`config.mk`:
```
export PLATFORM = sky130hd
export DESIGN_NAME = control_step_sequencer_flat
export DESIGN_NICKNAME = d
export VERILOG_FILES = /design/src/rtl/control_step_sequencer_if.sv /design/src/rtl/control_step_sequencer.sv /design/src/flat_wrapper.sv
export SDC_FILE = /design/constraint.sdc
export NUM_CORES = 1
export LEC_CHECK = 0
export ABC_CLOCK_PERIOD_IN_PS = 2700
export CAP_MARGIN = 10
export CORE_MARGIN = 8
export CORE_UTILIZATION = 52
export CTS_CLUSTER_SIZE = 14
export DETAILED_ROUTE_END_ITERATION = 10
export GPL_TIMING_DRIVEN = 0
export HOLD_SLACK_MARGIN = 0.02
export PLACE_DENSITY = 0.79
export SYNTH_ARGS = -nofsm -noshare
export SYNTH_HDL_FRONTEND = slang
export SYNTH_SLANG_ARGS = --single-unit
```
`constraint.sdc`:
```
create_clock -name clk -period 2.7 [get_ports clk]
set_input_delay 0.54 -clock clk [delete_from_list [all_inputs] [get_ports clk]]
set_output_delay 0.54 -clock clk [all_outputs]
set_load 0.02 [all_outputs]
```
`src/rtl/control_step_sequencer_if.sv`:
```
// Control-step sequencer bus: run/stop/memory handshake inputs, one-hot T-step and status outputs.
// master drives the requests and observes status; slave is the sequencer itself.
interface control_step_sequencer_if #(
    parameter int NUM_STEPS = 8,
    parameter int CNT_W     = 32
);
    logic                 run;
    logic                 stop;
    logic                 mem_wait_req;
    logic                 mem_ready;
    logic                 instr_done;
    logic [NUM_STEPS-1:0] T;
    logic [3:0]           step;
    logic                 running;
    logic                 stalled;
    logic                 timeout;
    logic [CNT_W-1:0]     instr_count;

    modport master (
        output run, stop, mem_wait_req, mem_ready, instr_done,
        input  T, step, running, stalled, timeout, instr_count
    );

    modport slave (
        input  run, stop, mem_wait_req, mem_ready, instr_done,
        output T, step, running, stalled, timeout, instr_count
    );
endinterface

```
`src/rtl/control_step_sequencer.sv`:
```
// One-hot T-step generator; one step per clock, first step one cycle after run, all outputs registered.
// Holds the step while a memory read is not ready, traps to ERROR after MAX_WAIT stalled cycles.
module control_step_sequencer #(
    parameter int NUM_STEPS = 8,
    parameter int CNT_W     = 32,
    parameter int MAX_WAIT  = 15
) (
    input logic                     clk,
    input logic                     clr,
    control_step_sequencer_if.slave bus
);
    typedef enum logic [1:0] {IDLE, RUN, WAIT, ERROR} state_t;

    localparam logic [NUM_STEPS-1:0] T_FIRST = NUM_STEPS'(1);

    state_t               state;
    logic [3:0]           step_q;
    logic [NUM_STEPS-1:0] t_q;
    logic                 running_q;
    logic                 stalled_q;
    logic                 timeout_q;
    logic [CNT_W-1:0]     count_q;
    logic [7:0]           wait_cnt;
    logic                 stop_pending;

    logic       go;
    logic       last_step;
    logic       stop_req;
    logic [3:0] step_nxt;

    // go: this edge advances the step, either unstalled in RUN or on the ready edge in WAIT
    assign go        = ((state == RUN) && !(bus.mem_wait_req && !bus.mem_ready)) ||
                       ((state == WAIT) && bus.mem_ready);
    assign last_step = bus.instr_done || (step_q == 4'(NUM_STEPS - 1));
    assign stop_req  = bus.stop || stop_pending;
    assign step_nxt  = step_q + 4'd1;

    always_ff @(posedge clk or negedge clr) begin
        if (!clr) begin
            state        <= IDLE;
            step_q       <= '0;
            t_q          <= '0;
            running_q    <= 1'b0;
            stalled_q    <= 1'b0;
            timeout_q    <= 1'b0;
            count_q      <= '0;
            wait_cnt     <= '0;
            stop_pending <= 1'b0;
        end else begin
            case (state)
                IDLE: begin
                    if (bus.run) begin
                        state     <= RUN;
                        step_q    <= '0;
                        t_q       <= T_FIRST;
                        running_q <= 1'b1;
                    end
                end
                RUN, WAIT: begin
                    if (go) begin
                        state     <= RUN;
                        stalled_q <= 1'b0;
                        wait_cnt  <= '0;
                        if (last_step) begin
                            count_q <= count_q + CNT_W'(1);
                            step_q  <= '0;
                            if (stop_req) begin
                                state        <= IDLE;
                                t_q          <= '0;
                                running_q    <= 1'b0;
                                stop_pending <= 1'b0;
                            end else begin
                                t_q <= T_FIRST;
                            end
                        end else begin
                            step_q <= step_nxt;
                            t_q    <= T_FIRST << step_nxt;
                            if (bus.stop) stop_pending <= 1'b1;
                        end
                    end else if (state == RUN) begin
                        state     <= WAIT;
                        stalled_q <= 1'b1;
                        wait_cnt  <= 8'd1;
                        if (bus.stop) stop_pending <= 1'b1;
                    end else if (wait_cnt == 8'(MAX_WAIT)) begin
                        state        <= ERROR;
                        step_q       <= '0;
                        t_q          <= '0;
                        running_q    <= 1'b0;
                        stalled_q    <= 1'b0;
                        timeout_q    <= 1'b1;
                        wait_cnt     <= '0;
                        stop_pending <= 1'b0;
                    end else begin
                        wait_cnt <= wait_cnt + 8'd1;
                        if (bus.stop) stop_pending <= 1'b1;
                    end
                end
                default: ; // ERROR is left only through clr
            endcase
        end
    end

    assign bus.T           = t_q;
    assign bus.step        = step_q;
    assign bus.running     = running_q;
    assign bus.stalled     = stalled_q;
    assign bus.timeout     = timeout_q;
    assign bus.instr_count = count_q;
endmodule

```
`src/flat_wrapper.sv`:
```
// flat-port wrapper written by rule: the top's interface ports become plain ports
module control_step_sequencer_flat 
#(
    parameter int NUM_STEPS = 8,
    parameter int CNT_W     = 32,
    parameter int MAX_WAIT  = 15
)
  (clk, clr, bus_run, bus_stop, bus_mem_wait_req, bus_mem_ready, bus_instr_done, bus_T, bus_step, bus_running, bus_stalled, bus_timeout, bus_instr_count);
  control_step_sequencer_if #(.NUM_STEPS(NUM_STEPS), .CNT_W(CNT_W)) bus_i ();
  input logic clk;
  input logic clr;
  input wire logic [$bits(bus_i.run)-1:0] bus_run;
  input wire logic [$bits(bus_i.stop)-1:0] bus_stop;
  input wire logic [$bits(bus_i.mem_wait_req)-1:0] bus_mem_wait_req;
  input wire logic [$bits(bus_i.mem_ready)-1:0] bus_mem_ready;
  input wire logic [$bits(bus_i.instr_done)-1:0] bus_instr_done;
  output wire logic [$bits(bus_i.T)-1:0] bus_T;
  output wire logic [$bits(bus_i.step)-1:0] bus_step;
  output wire logic [$bits(bus_i.running)-1:0] bus_running;
  output wire logic [$bits(bus_i.stalled)-1:0] bus_stalled;
  output wire logic [$bits(bus_i.timeout)-1:0] bus_timeout;
  output wire logic [$bits(bus_i.instr_count)-1:0] bus_instr_count;
  assign bus_i.run = bus_run;
  assign bus_i.stop = bus_stop;
  assign bus_i.mem_wait_req = bus_mem_wait_req;
  assign bus_i.mem_ready = bus_mem_ready;
  assign bus_i.instr_done = bus_instr_done;
  assign bus_T = bus_i.T;
  assign bus_step = bus_i.step;
  assign bus_running = bus_i.running;
  assign bus_stalled = bus_i.stalled;
  assign bus_timeout = bus_i.timeout;
  assign bus_instr_count = bus_i.instr_count;
  control_step_sequencer #(.NUM_STEPS(NUM_STEPS), .CNT_W(CNT_W), .MAX_WAIT(MAX_WAIT)) u_core (.clk(clk), .clr(clr), .bus(bus_i));
endmodule
```
; ---- Yosys cells after proc, flatten, opt, wreduce, memory -nomap -nowiden
; Index checks and enable logic that the tools add are counted.
[totals]
regBits = 58
latch_bits = 0
ram_bits = 0
rom_bits = 0
inputBits = 7
n_memories = 0
[op_classes]
add_sub_neg = 3
multipliers = 0
div = 0
order_cmp = 0
n_eq_ne = 11
shift = 1
muxes = 37
bitwise = 2
reduce_logical = 19
[op_table]
columns = operator, count
row1 = 8-bit 2-to-1 mux, 8
row2 = "32-bit by 1-bit adder with 32-bit output, second input constant", 1
row3 = 4-bit 2-to-1 mux, 5
row4 = 8-bit case mux with 2 select lines, 1
row5 = 1-bit 2-to-1 mux, 15
row6 = 2-bit 2-to-1 mux, 5
row7 = "3-bit != test, second input constant", 3
row8 = "8-bit by 1-bit adder with 8-bit output, second input constant", 1
row9 = "8-bit by 4-bit == test with 1-bit output, second input constant", 1
row10 = 4-bit case mux with 2 select lines, 1
row11 = 4-bit AND reduction, 2
row12 = "1-bit by 4-bit << shifter with 8-bit output, first input constant", 1
row13 = 3-bit AND reduction, 2
row14 = 6-bit AND reduction, 1
row15 = "4-bit by 1-bit adder with 4-bit output, second input constant", 1
row16 = "4-bit by 3-bit == test with 1-bit output, second input constant", 1
row17 = "4-bit by 1-bit != test with 1-bit output, second input constant", 1
row18 = 2-bit case mux with 2 select lines, 1
row19 = 2-bit AND reduction, 2
row20 = 1-bit logical AND, 3
row21 = 1-bit logical OR, 3
row22 = "3-bit by 1-bit != test with 1-bit output, second input constant", 1
row23 = "3-bit by 2-bit != test with 1-bit output, second input constant", 1
row24 = 3-bit nonzero test, 1
row25 = 9 further kinds, 11

; ---- Longest topological paths before layout
; Gate-level depths: netlist of the first run.
[logic_depth]
word_depth = 7
ltp_mapped = 9
mapped_depth_nobuf = 7

; ---- Worst setup path after synthesis of the first run
; Ideal clock, no wire load.
[synth_timing]
path_kind = flip-flop to flip-flop
start = register u_core.step_q[0], in the netlist u_core.bus.step[0]
end = register u_core.count_q[31], in the netlist u_core.bus.instr_count[31]
arrival_ps = 2045
t_required_ps = 2621
slack_ps = 576
stages_incl_launch_ff = 8
n_path_buf = 1
period_less_slack_ps = 2124
cell_sequence = dfrtp_1 ha_1 and3b_2 o221ai_4 or3_1 buf_6 nor3_4 xor2_1
[synth_via]
elab_chain_len = 3
[synth_lines]
columns = element, line_no
row1 = from (decl), control_step_sequencer.sv:17  ; logic [3:0] step_q;
row2 = from (signal assigned), control_step_sequencer.sv:76  ; step_q <= step_nxt;
row3 = 4-bit by 3-bit == test with 1-bit output, control_step_sequencer.sv:34  ; assign last_step = bus.instr_done || (step_q == 4'(NUM_STEPS - 1));
row4 = 1-bit logical OR, control_step_sequencer.sv:34
row5 = 3-bit AND reduction (no source line), --
row6 = to (signal assigned), control_step_sequencer.sv:65  ; count_q <= count_q + CNT_W'(1);
row7 = to (decl), control_step_sequencer.sv:22  ; logic [CNT_W-1:0] count_q;
; Every way passes these cells.
; A chain may end at the register's enable or synchronous reset.

; ---- Worst setup path after layout of the first run
[layout_timing]
start = register u_core.state[1]
end = register u_core.count_q[16], in the netlist u_core.bus.instr_count[16]
[layout_via]
elab_chain_len = 4
word_cells_on_any_way = 7
classes_between = 2 x eq/ne / 5 x reduce/logical
[layout_lines]
columns = element, line_no
row1 = from (decl), control_step_sequencer.sv:16  ; state_t state;
row2 = from (signal assigned), control_step_sequencer.sv:40  ; state <= IDLE;
row3 = from (signal assigned), control_step_sequencer.sv:53  ; state <= RUN;
row4 = from (signal assigned), control_step_sequencer.sv:61  ; state <= RUN;
row5 = 2-bit by 1-bit == test with 1-bit output / 2-bit == test (equally long branches), "control_step_sequencer.sv:32, control_step_sequencer.sv:50, control_step_sequencer.sv:33"
row6 = "1-bit logical AND, on equally long branches", "control_step_sequencer.sv:32, control_step_sequencer.sv:33"
row7 = 1-bit logical OR, control_step_sequencer.sv:32  ; assign go = ((state == RUN) && !(bus.mem_wait_req && !bus.mem_ready)) ||
row8 = 3-bit AND reduction (no source line) *, --
; Every way passes the cells marked *; elsewhere a longest branch is shown, timed or not.

==> impl_metrics.tcl, run 1 <==
set metrics [dict create \
    clk-insertion-delay-late_ns 0.32 \
    finalWeightedCongestion 0.814 \
    hold_buf_cts 0 \
    worst_hold_path_type "input port to async pin" \
    synthesis.nets 309 \
    area_delta_synth_final_pct 26.8 \
    grt_remaining_overflow 0 \
    endpoint_of_the_most_critical_register_to_register_path "u_core.bus.instr_count[16]" \
    starting_density_of_the_core_pct 53.9 \
    power_density_nw_per_um2 739 \
    post_synth.cell_area_avg_um2 10.3 \
    synth_area_leader_cell "dfrtp_1" \
    final_layout_size_suffix_gt1_share_pct 10.3 \
    post_synth_main_area_contributors "dfrtp_1 49%, xnor2_1 6.5%, ha_1 5.0%" \
    cp.arrival_ns 2.61 \
    worst_clock_skew_on_the_final_layout_ns 0.00614 \
    seq_area_um2 1450 \
    cts.clk_slew.worst_paths_ns 0.06 \
    crit_path_max_incr_delay_ns 0.63 \
    floorplan.io_pins 54 \
    worstRegToRegCells 8 \
    crit_path_cell_trace "inv_1, ha_1, buf_2, o21a_1, o221ai_4, nor3_1, nand4_1, xnor2_1" \
    routed-via-count 2274 \
    grt_pass1_vias 2230 \
    worst_slew_margin_rel_pct 52.8 \
    synth_top_area_share_pct 48.6 \
    grt_util_all_layers_pct 15.7 \
    synth_sequential_area_ratio_pct 48.6 \
    synth.cell_area_um2 2990 \
    switchingPower_mw 1.07 \
    final_net_count 374 \
    power_frac_seq_pct 38.8 \
    cts_inserted_buffers 9 \
    number_of_enable_flip_flop_cells_after_synthesis 0 \
    timing.critical_path.fanout_max 10 \
    fp.coreArea_um2 5540 \
    port-buffer-count 53 \
    grt_max_degree 34 \
    clock_path_buffers 2 \
    antenna_cells_inserted 0 \
    startpoint_type "register" \
    finish.instance_area_um2 3790 \
    final.fill_count 449 \
    detail_route.wl_per_cell_um 14.7 \
    synth.yosys.warnings 0 \
    grt_setup_unrepaired "false" \
    critPathRequiredTime_ns 2.91 \
    synth.distinct_cells 46 \
    min_tclk_post_route_ns 2.40 \
    initialDrtViolationCount 93 \
    crit_path_class "register to register" \
    total_cell_area_at_the_placement_stage_um2 3620 \
    grt_first_pass_wirelength_um 10800 \
    chipWidth_um 91.8 \
    synth.ff_latch_count 58 \
    timing.critical_path.to_type "register" \
    cts_setup_buffers 0 \
    power_switching_share_pct 38.3 \
    finalHoldWorstSlack_ns 0.221 \
    number_of_optimization_iterations_in_the_first_detailed_route_pass 4 \
    finalWirelength_um 6350 \
    detailed_place_hpwl_um 4710 \
    clock_tree_from_tritoncts "done" \
    crit_slowest_cell "nor3_1" \
    postSynth.asyncResetShare_pct 100 \
    share_clk_of_total_power_pct 24.4 \
    drc 0 \
    route.antenna.remaining_nets 0 \
    irDropWorstVdd_mv 0.495 \
    final_max_slew_viol_count 0 \
    synthCells 290 \
    pwr-share-comb_pct 36.8 \
    via_per_inst 5.26 \
    dieArea_um2 8420 \
    numClockSinks 58 \
    power_mw 2.80 \
    worst-slew-pin-transition_ns 0.702 \
    fmax_ghz 0.416 \
    internal_power_mw 1.73 \
    root_buffer_cell "clkbuf_8" \
    synth_top_flop_cell "dfrtp_1" \
    fp-row-count 27 \
    finalCritPeriodShare_pct 89.1 \
    timing.setup.tns_ns 0 \
    timing.final.ws_setup_ns 0.296 \
    r2r-start "u_core.state[1]" \
    leakage_nw 1.71 \
    max_cap_viol_count 0 \
    ctsResizeCount 0 \
    cts.htree.levels 3 \
    outcome "completed" \
    pre_cts_slack_ns 0.145 \
    regToRegSetupSlack_ns 0.30 \
    dieHeight_um 91.8 \
    grt_antenna_before_repair 0 \
    multi_input_area_um2 1430 \
    finalHoldViolCount 0 \
    setup-violations-final 0 \
]
Yosys cell counts, types with 2 or more instances:
master    number
nor3_1         6
buf_6          2
nor2_1        20
nand2_1       38
o22ai_1        3
or2_2          2
o31ai_1        9
a21o_1         2
nand3_1       14
xor2_1        16
nand4_1       11
nor2b_1        2
ha_1          12
and3_1         6
clkbuf_1       3
inv_1         16
nor3_2         7
o21ai_0        6
nand2b_1       2
or3_1          2
xnor2_1       22
nor4_4         2
dfrtp_1       58
a21oi_1        5
buf_2          3
cells in the final DEF (no fill, tap or decap), types with 2 or more instances in the layout:
| cell type | instances |
|---|---|
| a21o_1 | 2 |
| a21oi_1 | 5 |
| and3_1 | 6 |
| buf_2 | 4 |
| buf_6 | 2 |
| clkbuf_1 | 6 |
| clkbuf_8 | 10 |
| clkdlybuf4s50_1 | 52 |
| clkinv_2 | 3 |
| dfrtp_1 | 58 |
| ha_1 | 12 |
| inv_1 | 16 |
| nand2_1 | 38 |
| nand2b_1 | 2 |
| nand3_1 | 14 |
| nand4_1 | 11 |
| nor2_1 | 20 |
| nor2b_1 | 2 |
| nor3_1 | 6 |
| nor3_2 | 7 |
| nor4_4 | 2 |
| o21ai_0 | 6 |
| o22ai_1 | 3 |
| o31ai_1 | 9 |
| or2_2 | 2 |
| or3_1 | 2 |
| xnor2_1 | 22 |
| xor2_1 | 16 |
layout make-up:
| type | count | area share [%] |
|---|---|---|
| clock inverters | 3 | 0.397 |
| inverters | 16 | 1.59 |
| plain buffers | 8 | 1.29 |
| clock buffers | 13 | 3.93 |
| well taps | 72 | 2.38 |
| multi-input cells | 208 | 37.7 |
| repair buffers | 54 | 14.4 |
| flip-flops and latches | 58 | 38.3 |
critical path: cells and delay by family (launching register included):
| family | cells | cell delay, ns |
|---|---|---|
| adder cells (fa/ha/maj) | 1 | 0.18 |
| XOR/XNOR | 1 | 0.16 |
| AO/OA/AOI/OAI | 2 | 0.41 |
| AND/OR/NAND/NOR | 2 | 0.83 |
| flip-flops | 1 | 0.40 |
| buffers and inverters | 2 | 0.32 |
how the worst max path moves through the flow:
| stage | from | end | cells after the start |
|---|---|---|---|
| after floorplan | u_core.bus.step[0] | u_core.bus.instr_count[31] | 7 |
| after global placement | clr | u_core.bus.instr_count[31] | 1 |
| after detailed placement | bus_mem_ready | u_core.bus.instr_count[16] | 6 |
| final | u_core.state[1] | u_core.bus.instr_count[16] | 8 |
| after CTS | u_core.state[1] | u_core.bus.instr_count[16] | 8 |
| after global routing | u_core.state[1] | u_core.bus.instr_count[16] | 8 |
stage by stage:
| step | util, % | instances |
|---|---|---|
| 2_1_floorplan | - | 290 |
| 4_1_cts | 68.3 | 432 |
| 3_3_place_gp | 65.1 | 415 |
| 5_1_grt | 68.3 | 432 |
| 6_report | 68.3 | 432 |
| 3_5_place_dp | 65.4 | 416 |
flip-flops by register name, indices dropped and copies added, names as in the netlist:
register	flops
u_core.bus.instr_count	32
u_core.bus.T	8
u_core.wait_cnt	8
u_core.bus.step	4
u_core.state	2
u_core.bus.running	1
u_core.bus.stalled	1
u_core.bus.timeout	1
u_core.stop_pending	1
cells by family (layout without fill, tap and decap cells):
logic type | after synthesis | after routing | synth area share (%)
DFF | 58 | 58 | 48.6
AOI/OAI and AO/OA | 38 | 38 | 9.43
buffers and inverters | 24 | 94 | 3.64
and+or+nand+nor | 119 | 119 | 21.8
adders and majority gates | 12 | 12 | 5.03
muxes | 1 | 1 | 0.377
xor gates and xnor gates | 38 | 38 | 11.1
layer usage:
layer  vias to the layer above  track usage (%)  wire [um]
met4                         0             6.04         63
li1                       1132                -          -
met1                      1087             19.7       2960
met2                        49             24.8       3000
met3                         6             4.81        325
met5                         -                0          0
power groups by stage:
stage	registers [mW]	clock network, mW	logic [mW]
floorplan	1.16	0	0.610
global placement	1.09	0	1.01
detailed placement	1.10	0	1.03
CTS	1.09	0.693	1.04
global route	1.11	0.743	1.13
finish	1.09	0.683	1.03
No activity file was read; power rests on OpenSTA's default activity.
==> run 2, diff against run 1 <==
--- a/config.mk
+++ b/config.mk
@@ -7,7 +7,6 @@
 export LEC_CHECK = 0
 export ABC_CLOCK_PERIOD_IN_PS = 2700
 export CAP_MARGIN = 10
-export CORE_MARGIN = 8
 export CORE_UTILIZATION = 52
 export CTS_CLUSTER_SIZE = 14
 export DETAILED_ROUTE_END_ITERATION = 10
==> run 2 against run 1 <==
  * Highest routed layer unchanged
  * Clock power up 46%
  * Largest cell class unchanged
  * Combinational power about the same
  * Via count up 0.53%
  * Register-to-register slack worse by 0.05 ns
  * Maximum frequency down 2.2%
==> impl_metrics.tcl, run 2 (synthesis gave the netlist of run 1 again) <==
set metrics [dict create \
    numClockSinks 58 \
    crit_path_cell_trace "inv_1, ha_1, buf_2, o21ai_1, nand2_1, o31ai_2, clkbuf_1, o2bb2ai_1" \
    outcome "completed" \
    worstRegToRegCells 8 \
    grt_first_pass_wirelength_um 10600 \
    final_net_count 374 \
    timing.final.ws_setup_ns 0.241 \
    antenna_cells_inserted 0 \
    critical-path-top-delay-family "compound AO/OA/AOI/OAI gates" \
    worst_clock_skew_on_the_final_layout_ns 0.00885 \
    chipWidth_um 77.8 \
    timing.critical_path.fanout_max 10 \
    final_util_pct 70.5 \
    worst_hold_path_type "input port to async pin" \
    fmax_ghz 0.407 \
    area_delta_synth_final_pct 30.0 \
    dp.cells 416 \
    grt_antenna_before_repair 0 \
    route.antenna.remaining_nets 0 \
    port-buffer-count 53 \
    largest_register_ff_count 32 \
    finalWirelength_um 6120 \
    timing.critical_path.from "u_core.state[1]" \
    grt_pass1_vias 2218 \
    dieHeight_um 77.8 \
    number_of_optimization_iterations_in_the_first_detailed_route_pass 5 \
    worst_slew_margin_rel_pct 42.5 \
    clk-insertion-delay-late_ns 0.33 \
    startpoint_type "register" \
    endpoint_of_the_most_critical_register_to_register_path "u_core.bus.running" \
    critPathRequiredTime_ns 2.90 \
    r2r-start "u_core.state[1]" \
    finalHoldViolCount 0 \
    power_mw 3.11 \
    detailed_place_hpwl_um 4280 \
    layout.cells.non_filler 432 \
    via_per_inst 5.29 \
    final_max_slew_viol_count 0 \
    detail_route.wl_per_cell_um 14.2 \
    crit_path_class "register to register" \
    cts_inserted_buffers 9 \
    timing.setup.tns_ns 0 \
    crit_slowest_cell "o31ai_2" \
    floorplan.io_pins 54 \
    setup-violations-final 0 \
    leakage_nw 1.76 \
    dieArea_um2 6050 \
    grt_remaining_overflow 0 \
    pre_cts_slack_ns 0.125 \
    ctsResizeCount 0 \
    fp.coreArea_um2 5510 \
    grt_util_all_layers_pct 22.8 \
    hold_buf_cts 0 \
    final_common_cell "dfrtp_1" \
    cts_setup_buffers 0 \
    layout_common_cells "58 x dfrtp_1, 52 x clkdlybuf4s50_1, 38 x nand2_1" \
    irDropWorstVdd_mv 0.771 \
    finalWeightedCongestion 0.854 \
    starting_density_of_the_core_pct 54.2 \
    root_buffer_cell "clkbuf_8" \
    clock_tree_from_tritoncts "done" \
    fp-row-count 27 \
    drc 0 \
    power_density_nw_per_um2 800 \
    finalCritPeriodShare_pct 91.1 \
    timing.critical_path.buf_inv 3 \
    routed-via-count 2286 \
    max_cap_viol_count 0 \
    worst-slew-pin-transition_ns 0.863 \
    regToRegSetupSlack_ns 0.24 \
    clock_path_buffers 2 \
    cts.clk_slew.worst_paths_ns 0.07 \
    cts.htree.levels 3 \
    cp.arrival_ns 2.66 \
    timing.critical_path.to_type "register" \
    grt_setup_unrepaired "false" \
    final_layout_size_suffix_gt1_share_pct 11.1 \
    min_tclk_post_route_ns 2.46 \
    initialDrtViolationCount 121 \
    crit_path_max_incr_delay_ns 0.51 \
    grt_max_degree 38 \
]
run 2: cell types whose count changed in the layout (fill, tap and decap cells not counted):
cell / change
buf_12: -1
buf_16: +1
bufinv_16: +3
clkbuf_1: -3
clkbuf_8: +1
clkinv_2: -1
run 2: worst max-delay path by stage:
stage	to	slack, ns	depth (start not counted)
floorplan	u_core.bus.instr_count[31]	0.58	7
global placement	u_core.stop_pending	-0.71	1
detailed placement	u_core.bus.instr_count[20]	0.12	6
CTS	u_core.bus.running	0.27	8
global route	u_core.bus.T[5]	0.02	9
finish	u_core.bus.running	0.24	8
run 2: per-layer routing:
metal	wire length, um	global-route usage (%)	vias to the layer above
met5	0	0	-
met4	64	7.55	0
met3	237	6.59	4
met2	2890	34.8	58
met1	2920	31.3	1095
li1	-	-	1129
run 2: metrics by stage:
step / cell area (um^2) / hold WS, ns
2_1_floorplan: 2990 / 0.244
3_3_place_gp: 3610 / 0.458
3_5_place_dp: 3630 / 0.459
4_1_cts: 3880 / 0.341
5_1_grt: 3880 / 0.375
6_report: 3880 / 0.317
run 2: area by class of cell:
cell class	instances	area, um^2
buffer	8	48.8
clock buffer	11	151
clock inverter	5	100
fill	411	1630
inverter	16	60.1
multi-input combinational	208	1430
sequential	58	1450
tap	72	90.1
timing repair buffer	54	553
run 2: power by group:
group	switching, mW	internal [mW]	total, mW	leakage [nW]
combinational	0.630	0.392	1.02	0.864
clock	0.344	0.660	1.00	0.129
sequential	0.101	0.979	1.08	0.766
total	1.07	2.03	3.11	1.76
